**src/rtl/mist_frame_trig_if.sv**
```systemverilog
// Frame-trigger bundle: async video/download inputs in, frame count and dump-window status out.
interface mist_frame_trig_if;
    logic        vs;
    logic        downloading;
    logic [31:0] frame_cnt;
    logic        frame_pulse;
    logic        dump_en;
    logic        armed;
    logic        done;

    modport master (
        output vs,
        output downloading,
        input  frame_cnt,
        input  frame_pulse,
        input  dump_en,
        input  armed,
        input  done
    );

    modport slave (
        input  vs,
        input  downloading,
        output frame_cnt,
        output frame_pulse,
        output dump_en,
        output armed,
        output done
    );
endinterface

```
**src/rtl/mist_frame_trig.sv**
```systemverilog
// Purpose: synchronise vs/downloading into clk, count frames, open/close the dump window.
// Latency: frame_pulse and frame_cnt update on the 2nd clk edge after the edge that first samples vs low.
// Backpressure: none; frame_pulse is a 1-cycle strobe the consumer must sample every clk.
module mist_frame_trig #(
    parameter bit          LOADROM     = 1'b0,
    parameter logic [31:0] START_FRAME = 32'd0,
    parameter logic [31:0] STOP_FRAME  = 32'd0
) (
    input  logic              clk,
    input  logic              rst,
    mist_frame_trig_if.slave  bus
);
    localparam logic [1:0] ST_WAIT_LOAD = 2'd0;
    localparam logic [1:0] ST_ARMED     = 2'd1;
    localparam logic [1:0] ST_DUMPING   = 2'd2;
    localparam logic [1:0] ST_DONE      = 2'd3;

    localparam logic [1:0] ST_INIT    = LOADROM ? ST_WAIT_LOAD :
                                        ((START_FRAME == 32'd0) ? ST_DUMPING : ST_ARMED);
    localparam bit         STOP_VALID = (STOP_FRAME > START_FRAME);

    logic        vs_s1, vs_s2, vs_d;
    logic        dl_s1, dl_s2, dl_d;
    logic        vs_fall, dl_fall, dl_rise;
    logic [1:0]  state_q, state_nxt;
    logic [31:0] cnt_q, cnt_nxt, cnt_inc;
    logic        pulse_q, pulse_nxt;
    logic        dump_en_q, armed_q, done_q;

    always_ff @(posedge clk or posedge rst) begin
        if (rst) begin
            vs_s1 <= 1'b0;
            vs_s2 <= 1'b0;
            vs_d  <= 1'b0;
            dl_s1 <= 1'b0;
            dl_s2 <= 1'b0;
            dl_d  <= 1'b0;
        end else begin
            vs_s1 <= bus.vs;
            vs_s2 <= vs_s1;
            vs_d  <= vs_s2;
            dl_s1 <= bus.downloading;
            dl_s2 <= dl_s1;
            dl_d  <= dl_s2;
        end
    end

    // Download edges only matter when the trigger waits for a ROM load.
    assign vs_fall = vs_d & ~vs_s2;
    assign dl_fall = LOADROM & dl_d & ~dl_s2;
    assign dl_rise = LOADROM & ~dl_d & dl_s2;
    assign cnt_inc = (cnt_q == 32'hFFFF_FFFF) ? cnt_q : (cnt_q + 32'd1);

    always_comb begin
        state_nxt = state_q;
        cnt_nxt   = cnt_q;
        pulse_nxt = 1'b0;
        if (dl_rise) begin
            state_nxt = ST_WAIT_LOAD;
            cnt_nxt   = 32'd0;
        end else if (state_q == ST_WAIT_LOAD) begin
            // A frame edge coinciding with the end of download is deliberately dropped.
            if (dl_fall) begin
                state_nxt = (START_FRAME == 32'd0) ? ST_DUMPING : ST_ARMED;
            end
        end else if (vs_fall) begin
            pulse_nxt = 1'b1;
            cnt_nxt   = cnt_inc;
            if ((state_q == ST_ARMED) && (cnt_inc == START_FRAME)) begin
                state_nxt = ST_DUMPING;
            end
            if ((state_q == ST_DUMPING) && STOP_VALID && (cnt_inc == STOP_FRAME)) begin
                state_nxt = ST_DONE;
            end
        end
    end

    always_ff @(posedge clk or posedge rst) begin
        if (rst) begin
            state_q   <= ST_INIT;
            cnt_q     <= 32'd0;
            pulse_q   <= 1'b0;
            dump_en_q <= 1'b0;
            armed_q   <= 1'b0;
            done_q    <= 1'b0;
        end else begin
            state_q   <= state_nxt;
            cnt_q     <= cnt_nxt;
            pulse_q   <= pulse_nxt;
            dump_en_q <= (state_nxt == ST_DUMPING);
            armed_q   <= (state_nxt == ST_ARMED) || (state_nxt == ST_DUMPING);
            done_q    <= (state_nxt == ST_DONE);
        end
    end

    assign bus.frame_cnt   = cnt_q;
    assign bus.frame_pulse = pulse_q;
    assign bus.dump_en     = dump_en_q;
    assign bus.armed       = armed_q;
    assign bus.done        = done_q;
endmodule

```
**src/flat_wrapper.sv**
```systemverilog
// flat-port wrapper written by rule: the top's interface ports become plain ports
module mist_frame_trig_flat 
#(
    parameter bit          LOADROM     = 1'b0,
    parameter logic [31:0] START_FRAME = 32'd0,
    parameter logic [31:0] STOP_FRAME  = 32'd0
)
  (clk, rst, bus_vs, bus_downloading, bus_frame_cnt, bus_frame_pulse, bus_dump_en, bus_armed, bus_done);
  mist_frame_trig_if bus_i ();
  input  logic clk;
  input  logic rst;
  input wire logic [$bits(bus_i.vs)-1:0] bus_vs;
  input wire logic [$bits(bus_i.downloading)-1:0] bus_downloading;
  output wire logic [$bits(bus_i.frame_cnt)-1:0] bus_frame_cnt;
  output wire logic [$bits(bus_i.frame_pulse)-1:0] bus_frame_pulse;
  output wire logic [$bits(bus_i.dump_en)-1:0] bus_dump_en;
  output wire logic [$bits(bus_i.armed)-1:0] bus_armed;
  output wire logic [$bits(bus_i.done)-1:0] bus_done;
  assign bus_i.vs = bus_vs;
  assign bus_i.downloading = bus_downloading;
  assign bus_frame_cnt = bus_i.frame_cnt;
  assign bus_frame_pulse = bus_i.frame_pulse;
  assign bus_dump_en = bus_i.dump_en;
  assign bus_armed = bus_i.armed;
  assign bus_done = bus_i.done;
  mist_frame_trig #(.LOADROM(LOADROM), .START_FRAME(START_FRAME), .STOP_FRAME(STOP_FRAME)) u_core (.clk(clk), .rst(rst), .bus(bus_i));
endmodule
```
**config.mk**
```make
export PLATFORM = sky130hd
export DESIGN_NAME = mist_frame_trig_flat
export DESIGN_NICKNAME = d
export VERILOG_FILES = /design/src/rtl/mist_frame_trig_if.sv /design/src/rtl/mist_frame_trig.sv /design/src/flat_wrapper.sv
export SDC_FILE = /design/constraint.sdc
export NUM_CORES = 1
export LEC_CHECK = 0
export ABC_AREA = 1
export BUFFER_PORTS_ARGS = -buffer_cell sky130_fd_sc_hd__buf_2
export CORE_ASPECT_RATIO = 0.5
export CORE_MARGIN = 5
export CORE_UTILIZATION = 59
export CTS_BUF_LIST = sky130_fd_sc_hd__clkbuf_8
export CTS_CLUSTER_DIAMETER = 100
export DETAILED_ROUTE_END_ITERATION = 12
export PLACE_DENSITY = 0.8
export SLEW_MARGIN = 20
export SYNTH_ARGS = -nofsm -noshare
export SYNTH_HDL_FRONTEND = slang
export SYNTH_SLANG_ARGS = --single-unit
```
**constraint.sdc**
```tcl
create_clock -name clk -period 3.1 [get_ports clk]
set_input_delay 0 -clock clk [delete_from_list [all_inputs] [get_ports clk]]
set_output_delay 0 -clock clk [all_outputs]
set_load 0.05 [all_outputs]
```
## Word level (Yosys, flattened, before mapping)

Index checks and enable logic that the tools add are counted.

- Add/sub/neg operators: 1
- Equality and inequality tests: 5
- Mux-type cells: 6
- Bitwise gates (word level): 3
- Reductions and logical operators: 5

Operators with widths:

| operator | count |
|---|---|
| adder 32 x 1 -> 32 bit (second input constant) | 1 |
| == test 32 bit (second input constant) | 1 |
| logical NOT 32 bit | 1 |
| two-way mux 32 bit | 1 |
| two-way mux 2 bit | 3 |
| == test 2 x 1 -> 1 bit (second input constant) | 2 |
| == test 2 bit (second input constant) | 2 |
| logical NOT 2 bit | 1 |
| two-way mux 1 bit | 2 |
| NOT 1 bit | 2 |
| AND reduction 2 bit | 1 |
| bitwise AND 1 bit | 1 |
| logical AND 1 bit | 1 |
| logical OR 1 bit | 1 |

- Register bits after elaboration: 41
- Input port bits: 4
- Logic and storage cells: 29

## Depth between registers and ports, before layout

Gate-level depths: netlist of run 1.

- Word-level depth: 9
- Mapped depth: 16
- Mapped depth without buffers: 16

## Least setup slack after synthesis of run 1

OpenSTA, ideal clock, no wires.

- Path type: register to register
- Start: register u_core.cnt_q[0], in the netlist u_core.bus.frame_cnt[0]
- End: register u_core.armed_q, in the netlist u_core.bus.armed
- Setup time: 0.063 ns
- Arrival time: 2.562 ns
- Data required time: 3.037 ns
- Path slack: 0.475 ns
- Cell stages (with the launch flop): 17
- Path buffers: 1
- Path through: dfrtp_1 -> ha_1 -> nand3_2 -> inv_2 -> nand2_4 -> nor2_4 -> nand2_2 -> buf_6 -> nand2_1 -> nand2_1 -> nor2_1 -> nand3_1 -> nor2_2 -> nand4_1 -> nand2_1 -> ha_1 -> inv_1

- Cells in the longest elaborated chain, start to end: 9
- Elaborated cells between the ends (all ways): 11
- Those cells by class: add/sub: 1; eq/ne: 3; mux: 4; reduce/logical: 3

Ends and longest elaborated chain:

| what | line | source |
|---|---|---|
| start, declared | mist_frame_trig.sv:26 | `logic [31:0] cnt_q, cnt_nxt, cnt_inc;` |
| start signal, assigned | mist_frame_trig.sv:88 | `cnt_q <= cnt_nxt;` |
| adder 32 x 1 -> 32 bit or == test 32 bit (tied branches) | mist_frame_trig.sv:52 | `assign cnt_inc = (cnt_q == 32'hFFFF_FFFF) ? cnt_q : (cnt_q + 32'd1);` |
| two-way mux 32 bit (*) | mist_frame_trig.sv:52 |  |
| logical NOT 32 bit (*) | mist_frame_trig.sv:69 | `if ((state_q == ST_ARMED) && (cnt_inc == START_FRAME)) begin` |
| logical AND 1 bit (*) | mist_frame_trig.sv:69 |  |
| two-way mux 2 bit (*) | mist_frame_trig.sv:69 |  |
| two-way mux 2 bit (*) | mist_frame_trig.sv:66 | `end else if (vs_fall) begin` |
| two-way mux 2 bit (*) | mist_frame_trig.sv:61 | `end else if (state_q == ST_WAIT_LOAD) begin` |
| == test 2 x 1 -> 1 bit or == test 2 bit (tied branches) | mist_frame_trig.sv:91 | `armed_q <= (state_nxt == ST_ARMED) \|\| (state_nxt == ST_DUMPING);` |
| logical OR 1 bit (*) | mist_frame_trig.sv:91 |  |
| end signal, assigned | mist_frame_trig.sv:91 |  |
| end, declared | mist_frame_trig.sv:28 | `logic dump_en_q, armed_q, done_q;` |

Every way passes the cells marked *; elsewhere a longest branch is shown, timed or not.
A chain may end at the register's enable or synchronous reset.

## Final worst setup path of run 1

Ends and elaborated chain as after synthesis.

==> results of run 1 <==
-- final cells by class --
cell class / count / area [µm²] / share of cell area (%)
Multi-Input combinational cell: 334 / 1490 / 47.7
Clock inverter: 2 / 37.5 / 1.20
Timing Repair Buffer: 45 / 248 / 7.92
Clock buffer: 6 / 82.6 / 2.64
Inverter: 45 / 169 / 5.40
Tap cell: 57 / 71.3 / 2.28
Sequential cell: 41 / 1030 / 32.9
-- worst max-delay path: stages (launching register included) --
cell and delay (ps):
dfrtp_1 490, ha_1 360, nand3_2 150, inv_2 150
nand2_4 100, nor2_4 150, nand2_2 190, buf_4 240
nand2_1 70, nand2_1 60, nor2_1 120, nand3_1 100
nor2_2 110, nand4_1 100, nand2_1 130, ha_1 250
inv_1 60
-- state kept, by name (all words and copies together) (netlist names), named ones only --
| name | flops |
|---|---|
| u_core.vs_s2 | 1 |
| u_core.vs_d | 1 |
| u_core.state_q | 1 |
| u_core.bus.armed | 1 |
| u_core.bus.frame_cnt | 32 |
| u_core.bus.frame_pulse | 1 |
| u_core.bus.done | 1 |
| u_core.bus.dump_en | 1 |
| u_core.vs_s1 | 1 |
-- metal layers --
| metal | GRT usage (%) | routed length, µm | up-vias |
|---|---|---|---|
| met5 | 0 | 0 | - |
| met4 | 4.24 | 46 | 0 |
| met3 | 5.34 | 741 | 9 |
| met2 | 41.9 | 3220 | 145 |
| met1 | 41.4 | 3810 | 1366 |
| li1 | - | - | 1443 |
-- worst min-delay path by stage --
stage	from	end	slack (ps)	depth (start not counted)
floorplan	bus_vs	u_core.vs_s1	30	0
global placement	bus_vs	u_core.vs_s1	110	1
detailed placement	bus_vs	u_core.vs_s1	110	1
CTS	bus_vs	u_core.vs_s1	340	2
global route	u_core.vs_s1	u_core.vs_s2	370	0
finish	bus_vs	u_core.vs_s1	350	2
-- placed cells by master (no fill, tap or decap), types with 3 or more instances in the layout --
cell      synthesis  routed
nor2_1           75      75
xor2_1            3       3
nand3_1          36      36
o21ai_0          32      32
inv_2             4       4
clkbuf_8          0       6
buf_4             0       5
dfrtp_1          40      40
nand3b_1         10      10
inv_1            41      41
nand2_1         152     152
a31oi_1           3       3
buf_2             2      38
nand4_1           7       7
nor2_2            4       4
-- report_power, final --
| group | total [mW] | internal, mW | leakage (nW) | switching, mW |
|---|---|---|---|---|
| clock | 0.459 | 0.262 | 0.0574 | 0.197 |
| sequential | 0.537 | 0.536 | 0.562 | 0.000747 |
| combinational | 0.0150 | 0.00371 | 0.889 | 0.0113 |
| total | 1.01 | 0.802 | 1.51 | 0.209 |
-- cells by family after synthesis --
| group | share of synthesized area (%) |
|---|---|
| AND/OR/NAND/NOR | 45.5 |
| buffers and inverters | 7.79 |
| flip-flops | 37.6 |
| AO/OA/AOI/OAI | 7.19 |
| XOR/XNOR | 0.962 |
| adder cells (fa/ha/maj) | 0.916 |
==> flow_summary.yaml, run 1 <==
pwr:
  power.total_mw: 1.01
  p_leak_nw: 1.51
  cellPowerDensity_nw_per_um2: 323
  vdd_drop_max_uv: 224
worst_hold_path:
  min_path_type: "in2reg"
critical_path:
  worst-endpoint-required_ps: 3350
  cp-end-kind: "flop"
  reg2reg_from: "u_core.bus.frame_cnt[0]"
  reg2reg_slack_ps: 210
  worstSetupStartpointType: "flop"
  r2r_end: "u_core.bus.armed"
  cp-endpoint: "u_core.bus.armed"
  startpoint: "u_core.bus.frame_cnt[0]"
  cp_data_arrival_time_ps: 3140
  worstPathMaxFanout: 12
  worstSetupPathType: "reg2reg"
  reg2reg_depth: 16
drt:
  avgRoutedWirePerCell_um: 14.8
  vias: 2963
  drtAntennaViolNets: 0
  first_iter_violations: 264
  drc_errors: 0
  routed_wl_mm: 7.82
  firstDrtPassIters: 5
  via_per_inst: 5.59
clocking:
  cts_buffer_depth: 2
  cts_resized: 0
  tritoncts: "built"
  cts_sinks: 41
  clk_pin_slew_worst_paths_ps: 90
  clk_latency_ps: 300
  postCtsSetupRepairBufs: 0
  cts-root-buf: "clkbuf_8"
  cts_max_level: 2
  ctsHoldBuffers: 2
  numCtsBuffers: 5
timing:
  worst_pin_slew_ps: 788
  finClkSkew_ps: 8.17
  hold_violations: 0
  tns_ps: 0
  fmax_ghz: 0.346
  setup_ws_ps: 210
  rsz0062_at_grt: "no"
  slew_violations: 0
  period_share_pct: 93.2
  period_minus_slack_ps: 2890
  setup_viol: 0
  whs_ps: 352
  timing.slew.headroom_pct: 47.4
final_layout:
  fill_cells: 415
  layoutNonFillerInstCount: 530
  fin_nets: 478
  diodes: 0
  final_cell_area_um2: 3130
  area_growth_pct: 14.5
  drive_gt1_share_pct: 14.2
  fin_util_pct: 70.3
global_routing:
  grt_pass1_vias: 2711
  overflow: 0
  grt_pass1_wl_mm: 13.3
  grt_usage_pct: 27.5
  antenna_found_initial: 0
  grt_max_degree: 56
place:
  io_buffer_count: 38
  hpwl_mm: 5.97
  place_inst: 520
  dpl_cell_area_um2: 2990
  post-place-ws_ps: 314
  place_congestion: 0.952
synthesis:
  ys_seq_area_share_pct: 37.6
  ys_types: 25
  synth-seq-cells: 41
  ys_warn_count: 0
  netlist_top_cells_area: "dfrtp_1 37%, nand2_1 21%, nor2_1 10%, nand3_1 6.6%, o21ai_0 5.9%"
  ys_top_cells_by_count: "152 x nand2_1, 75 x nor2_1, 41 x inv_1"
  synth_nets: 435
  synth.largest_area_cell: "dfrtp_1"
  synth.most_common_cell: "nand2_1"
  post-synth-top-area-fraction_pct: 36.6
  syn-mean-instance-area_um2: 6.37
  async_flop_share_pct: 100
  synth_cells: 429
  syn_area_um2: 2730
  synth_top_flop_cell: "dfrtp_1"
  synth-edff-count: 0
flow_run:
  cap_violations: 0
floorplan:
  die_h_um: 58.1
  ios: 40
  start_util_pct: 61.4
  num_rows: 17
  die_area_um2: 6170
  coreArea_um2: 4450
  fp.dieW_um: 106
outcome:
  status: "finished, final reports clean"
Power figures use the tool's default switching activity.
==> run 2, diff against run 1 <==
Settings changed: BUFFER_PORTS_ARGS -buffer_cell sky130_fd_sc_hd__buf_2 to default, CORE_UTILIZATION 59 to 66, DONT_BUFFER_PORTS from default to 1.
==> run 2 against run 1 <==
Against the previous run: via count up 3.6%; non-clock buffer count down 9; first-iteration DRC count up 23%; count of clock-buffer cells in the layout down 1; clock skew down 2.5 ps; final area up 0.20%; fmax up 4.3%; routed wire length up 6.8%; global-route usage up 3.4 points; total power down 5.4%; sequential power about the same; sequential share of layout area down 0.066 points; largest cell class unchanged.
==> flow_summary.yaml, run 2 (synthesis gave the netlist of run 1 again) <==
worst_hold_path:
  min_path_type: "in2reg"
critical_path:
  worstSetupStartpointType: "flop"
  cp-end-kind: "flop"
  worst-endpoint-required_ps: 3360
  worstSetupPathType: "reg2reg"
  reg2reg_slack_ps: 330
  cp_data_arrival_time_ps: 3030
  worstPathMaxFanout: 7
place:
  place_congestion: 1.02
  io_buffer_count: 0
  post-place-ws_ps: 230
  hpwl_mm: 6.21
floorplan:
  start_util_pct: 69.3
  num_rows: 16
  fp.dieW_um: 101
  die_h_um: 55.5
  coreArea_um2: 3940
  die_area_um2: 5600
  ios: 40
timing:
  timing.slew.headroom_pct: 44.7
  finClkSkew_ps: 5.65
  whs_ps: 246
  fmax_ghz: 0.361
  tns_ps: 0
  worst_pin_slew_ps: 829
  slew_violations: 0
  period_minus_slack_ps: 2770
  period_share_pct: 89.4
  hold_violations: 0
  setup_ws_ps: 330
  rsz0062_at_grt: "no"
  setup_viol: 0
drt:
  via_per_inst: 5.93
  drtAntennaViolNets: 0
  routed_wl_mm: 8.36
  first_iter_violations: 325
  drc_errors: 0
  firstDrtPassIters: 5
  avgRoutedWirePerCell_um: 16.1
  vias: 3071
pwr:
  p_leak_nw: 1.47
  vdd_drop_max_uv: 308
  cellPowerDensity_nw_per_um2: 305
clocking:
  cts_sinks: 41
  cts_max_level: 2
  tritoncts: "built"
  cts_buffer_depth: 2
  numCtsBuffers: 5
  clk_pin_slew_worst_paths_ps: 100
  cts-root-buf: "clkbuf_8"
  clk_latency_ps: 310
global_routing:
  grt_pass1_vias: 2878
  grt_max_degree: 56
  grt_pass1_wl_mm: 13.8
  grt_usage_pct: 30.9
  antenna_found_initial: 0
  overflow: 0
flow_run:
  cap_violations: 0
final_layout:
  mostFrequentLayoutCells: "152 x nand2_1, 75 x nor2_1, 41 x inv_1, 40 x dfrtp_1, 36 x nand3_1"
  regArea_um2: 1030
  layout_commonest_cell: "nand2_1"
  drive_gt1_share_pct: 12.5
  area_growth_pct: 14.7
  largest_reg_flops: 32
  multiInputGateArea_um2: 1500
  fin_nets: 469
  fill_cells: 293
  diodes: 0
outcome:
  status: "finished, final reports clean"
run 2: path summary, 6_finish.rpt:
| check | from | to | cells after the start |
|---|---|---|---|
| min in group asynchronous | rst | u_core.bus.frame_cnt[23] | 2 |
| hold reg to reg | u_core.vs_s1 | u_core.vs_s2 | 0 |
| hold / removal | bus_vs | u_core.vs_s1 | 1 |
| setup reg to reg | u_core.bus.frame_cnt[0] | u_core.bus.armed | 13 |
| setup / recovery | u_core.bus.frame_cnt[0] | u_core.bus.armed | 13 |
| max in group asynchronous | rst | u_core.bus.frame_cnt[4] | 3 |
run 2: area by class of cell:
type | instances | share of cell area (%)
multi-input cells | 334 | 47.8
flip-flops and latches | 41 | 32.8
repair buffers | 36 | 8.79
inverters | 45 | 5.39
clock buffers | 5 | 2.20
well taps | 54 | 2.16
clock inverters | 3 | 0.919
run 2: what timing repair did:
item | CTS | global route
hold endpoints to repair | 21 | 0
setup buffers | 0 | 0
hold buffers | 2 | 0
setup endpoints to repair | 0 | 1
resized for setup | 0 | 1
run 2: routing by layer:
metal / vias to the layer above / global-route usage (%) / part of all wire (%)
li1: 1419 / - / -
met1: 1431 / 43.3 / 42
met2: 206 / 45.6 / 43
met3: 15 / 10.7 / 13
met4: 0 / 7.95 / 1.3
met5: - / 0 / 0
run 2: worst max-delay path: stages, from the launching register on:
cell and delay, ps:
dfrtp_1 370, ha_1 320, nand3_2 150, nor2_1 400, nor2_1 90, nor2_1 150, nand3_1 120, nor3_1 230
nand2_1 70, nor2_1 230, nand4_1 130, nand2_1 140, ha_1 250, inv_1 50
run 2: where the power goes:
group	leakage, nW	switching [mW]	internal, mW
combinational	0.856	0.0117	0.00287
sequential	0.562	0.000728	0.536
clock	0.0511	0.235	0.170
run 2: through the flow:
step           total power, mW  cell area (µm²)  cells  utilization, %
2_1_floorplan            0.556             2730    429               -
3_3_place_gp             0.560             3010    508            76.3
3_5_place_dp             0.561             3010    508            76.3
4_1_cts                  0.953             3130    518            79.3
5_1_grt                  0.982             3130    518            79.4
6_report                 0.957             3130    518            79.4
==> run 3, diff against run 2 <==
==> constraint.sdc (replaced) <==
create_clock -name clk -period 3.1 [get_ports clk]
set_input_delay 0 -clock clk [delete_from_list [all_inputs] [get_ports clk]]
set_output_delay 0 -clock clk [all_outputs]
set_load 0.005 [all_outputs]
==> run 3 against run 2 <==
Against the previous run: register-to-register slack about the same; final area down 6.9%; global-route usage down 1.7 points; highest routed layer unchanged; flip-flop and latch count unchanged; sequential share of layout area up 2.4 points; clock skew up 2.8 ps; critical endpoint unchanged; routed wire length down 5.5%; largest power group unchanged; total power down 1.3%; worst hold slack worse by 4.1 ps; critical path type unchanged.
==> flow_summary.yaml, run 3 (synthesis gave the netlist of run 1 again) <==
pwr:
  power.total_uw: 944
  vdd_drop_max_uv: 271
  cellPowerDensity_nw_per_um2: 324
  p_leak_nw: 1.31
flow_run:
  cap_violations: 0
final_layout:
  fill_cells: 321
  fin_nets: 440
  largest_reg_flops: 32
  diodes: 0
  drive_gt1_share_pct: 6.67
  layoutNonFillerInstCount: 489
  fin_util_pct: 73.9
  area_growth_pct: 6.73
  layout_commonest_cell: "nand2_1"
  mostFrequentLayoutCells: "152 x nand2_1, 75 x nor2_1, 41 x inv_1, 40 x dfrtp_1, 36 x nand3_1"
critical_path:
  cp-end-kind: "flop"
  worstSetupStartpointType: "flop"
  crit_family: "simple AND/OR/NAND/NOR gates"
  cp_data_arrival_time_ps: 3020
  cpMaxStageDelayCell: "dfrtp_1"
  worstPathMaxFanout: 30
  reg2reg_depth: 14
  path_cells: "ha_1, nand3_2, inv_2, nand2_4, nor2_4, nand2_4, nand3_1, nor3_1, nand2_1, nor2_1, nand3_1, nand2_1, ha_1, inv_1"
  path_buf_inv: 2
  worst-endpoint-required_ps: 3360
  max_stage_delay_ps: 490
  cp.depth: 14
  worstSetupPathType: "reg2reg"
clocking:
  postCtsSetupRepairBufs: 0
  numCtsBuffers: 5
  cts-root-buf: "clkbuf_8"
  clk_latency_ps: 310
  clk_pin_slew_worst_paths_ps: 90
  cts_sinks: 41
  tritoncts: "built"
  cts_buffer_depth: 2
  cts_max_level: 2
timing:
  finClkSkew_ps: 8.47
  rsz0062_at_grt: "no"
  fmax_ghz: 0.361
  timing.slew.headroom_pct: 46.1
  period_minus_slack_ps: 2770
  period_share_pct: 89.2
  slew_violations: 0
  setup_viol: 0
  worst_pin_slew_ps: 807
  whs_ps: 242
  hold_violations: 0
  tns_ps: 0
global_routing:
  grt_pass1_vias: 2702
  grt_pass1_wl_mm: 13.0
  antenna_found_initial: 0
  grt_usage_pct: 29.2
  grt_max_degree: 56
  overflow: 0
place:
  place_inst: 479
  hpwl_mm: 5.92
  io_buffer_count: 0
  place_congestion: 0.973
floorplan:
  fp.dieW_um: 101
  die_area_um2: 5600
  coreArea_um2: 3940
  start_util_pct: 69.3
  die_h_um: 55.5
  num_rows: 16
  ios: 40
drt:
  first_iter_violations: 283
  drtAntennaViolNets: 0
  firstDrtPassIters: 9
  vias: 2902
  avgRoutedWirePerCell_um: 16.2
  via_per_inst: 5.93
  routed_wl_mm: 7.90
  drc_errors: 0
worst_hold_path:
  hold_path_depth: 1
  min_path_type: "in2reg"
outcome:
  status: "finished, final reports clean"
## run 3: cell count changes in the layout (fill, tap and decap cells not counted)
cell / change
buf_4: -29
## run 3: path summary, 6_finish.rpt
kind | endpoint | slack (ps) | from
max in group asynchronous | asynchronous set/reset pin | 2490 | rst
min in group asynchronous | u_core.bus.frame_cnt[2] | 260 | rst
worst min-delay path | u_core.vs_s1 | 240 | bus_vs
worst min register to register | u_core.vs_s2 | 360 | u_core.vs_s1
worst max register to register | u_core.bus.armed | 330 | u_core.bus.frame_cnt[0]
worst max-delay path | u_core.bus.armed | 330 | u_core.bus.frame_cnt[0]
## run 3: routing by layer
layer | share of wire [%] | GRT usage, %
met5 | 0 | 0
met4 | 1.0 | 5.30
met3 | 17 | 12.6
met2 | 42 | 42.1
met1 | 40 | 41.1
## run 3: layout make-up
class                   instances  area (µm²)  area share (%)
multi-input cells             334        1500            51.3
clock inverters                 3        28.8           0.987
repair buffers                  7        57.6            1.97
well taps                      54        67.6            2.32
flip-flops and latches         41        1030            35.2
inverters                      45         169            5.79
clock buffers                   5        68.8            2.36
## run 3: per-stage QoR
step	setup WS, ps	area [µm²]
floorplan	846	2730
global placement	398	2790
detailed placement	269	2790
CTS	244	2910
global route	105	2920
finish	334	2920
## run 3: what timing repair did
| action | 4_1_cts | 5_1_grt |
|---|---|---|
| resized for setup | 0 | 1 |
| hold buffers | 2 | 0 |
| endpoints found under the hold margin | 41 | 0 |
| setup endpoints to repair | 0 | 1 |
## run 3: power breakdown
part	switching [mW]	internal, mW	leakage (nW)
clock	0.223	0.170	0.0511
combinational	0.0106	0.00287	0.698
sequential	0.000885	0.536	0.562
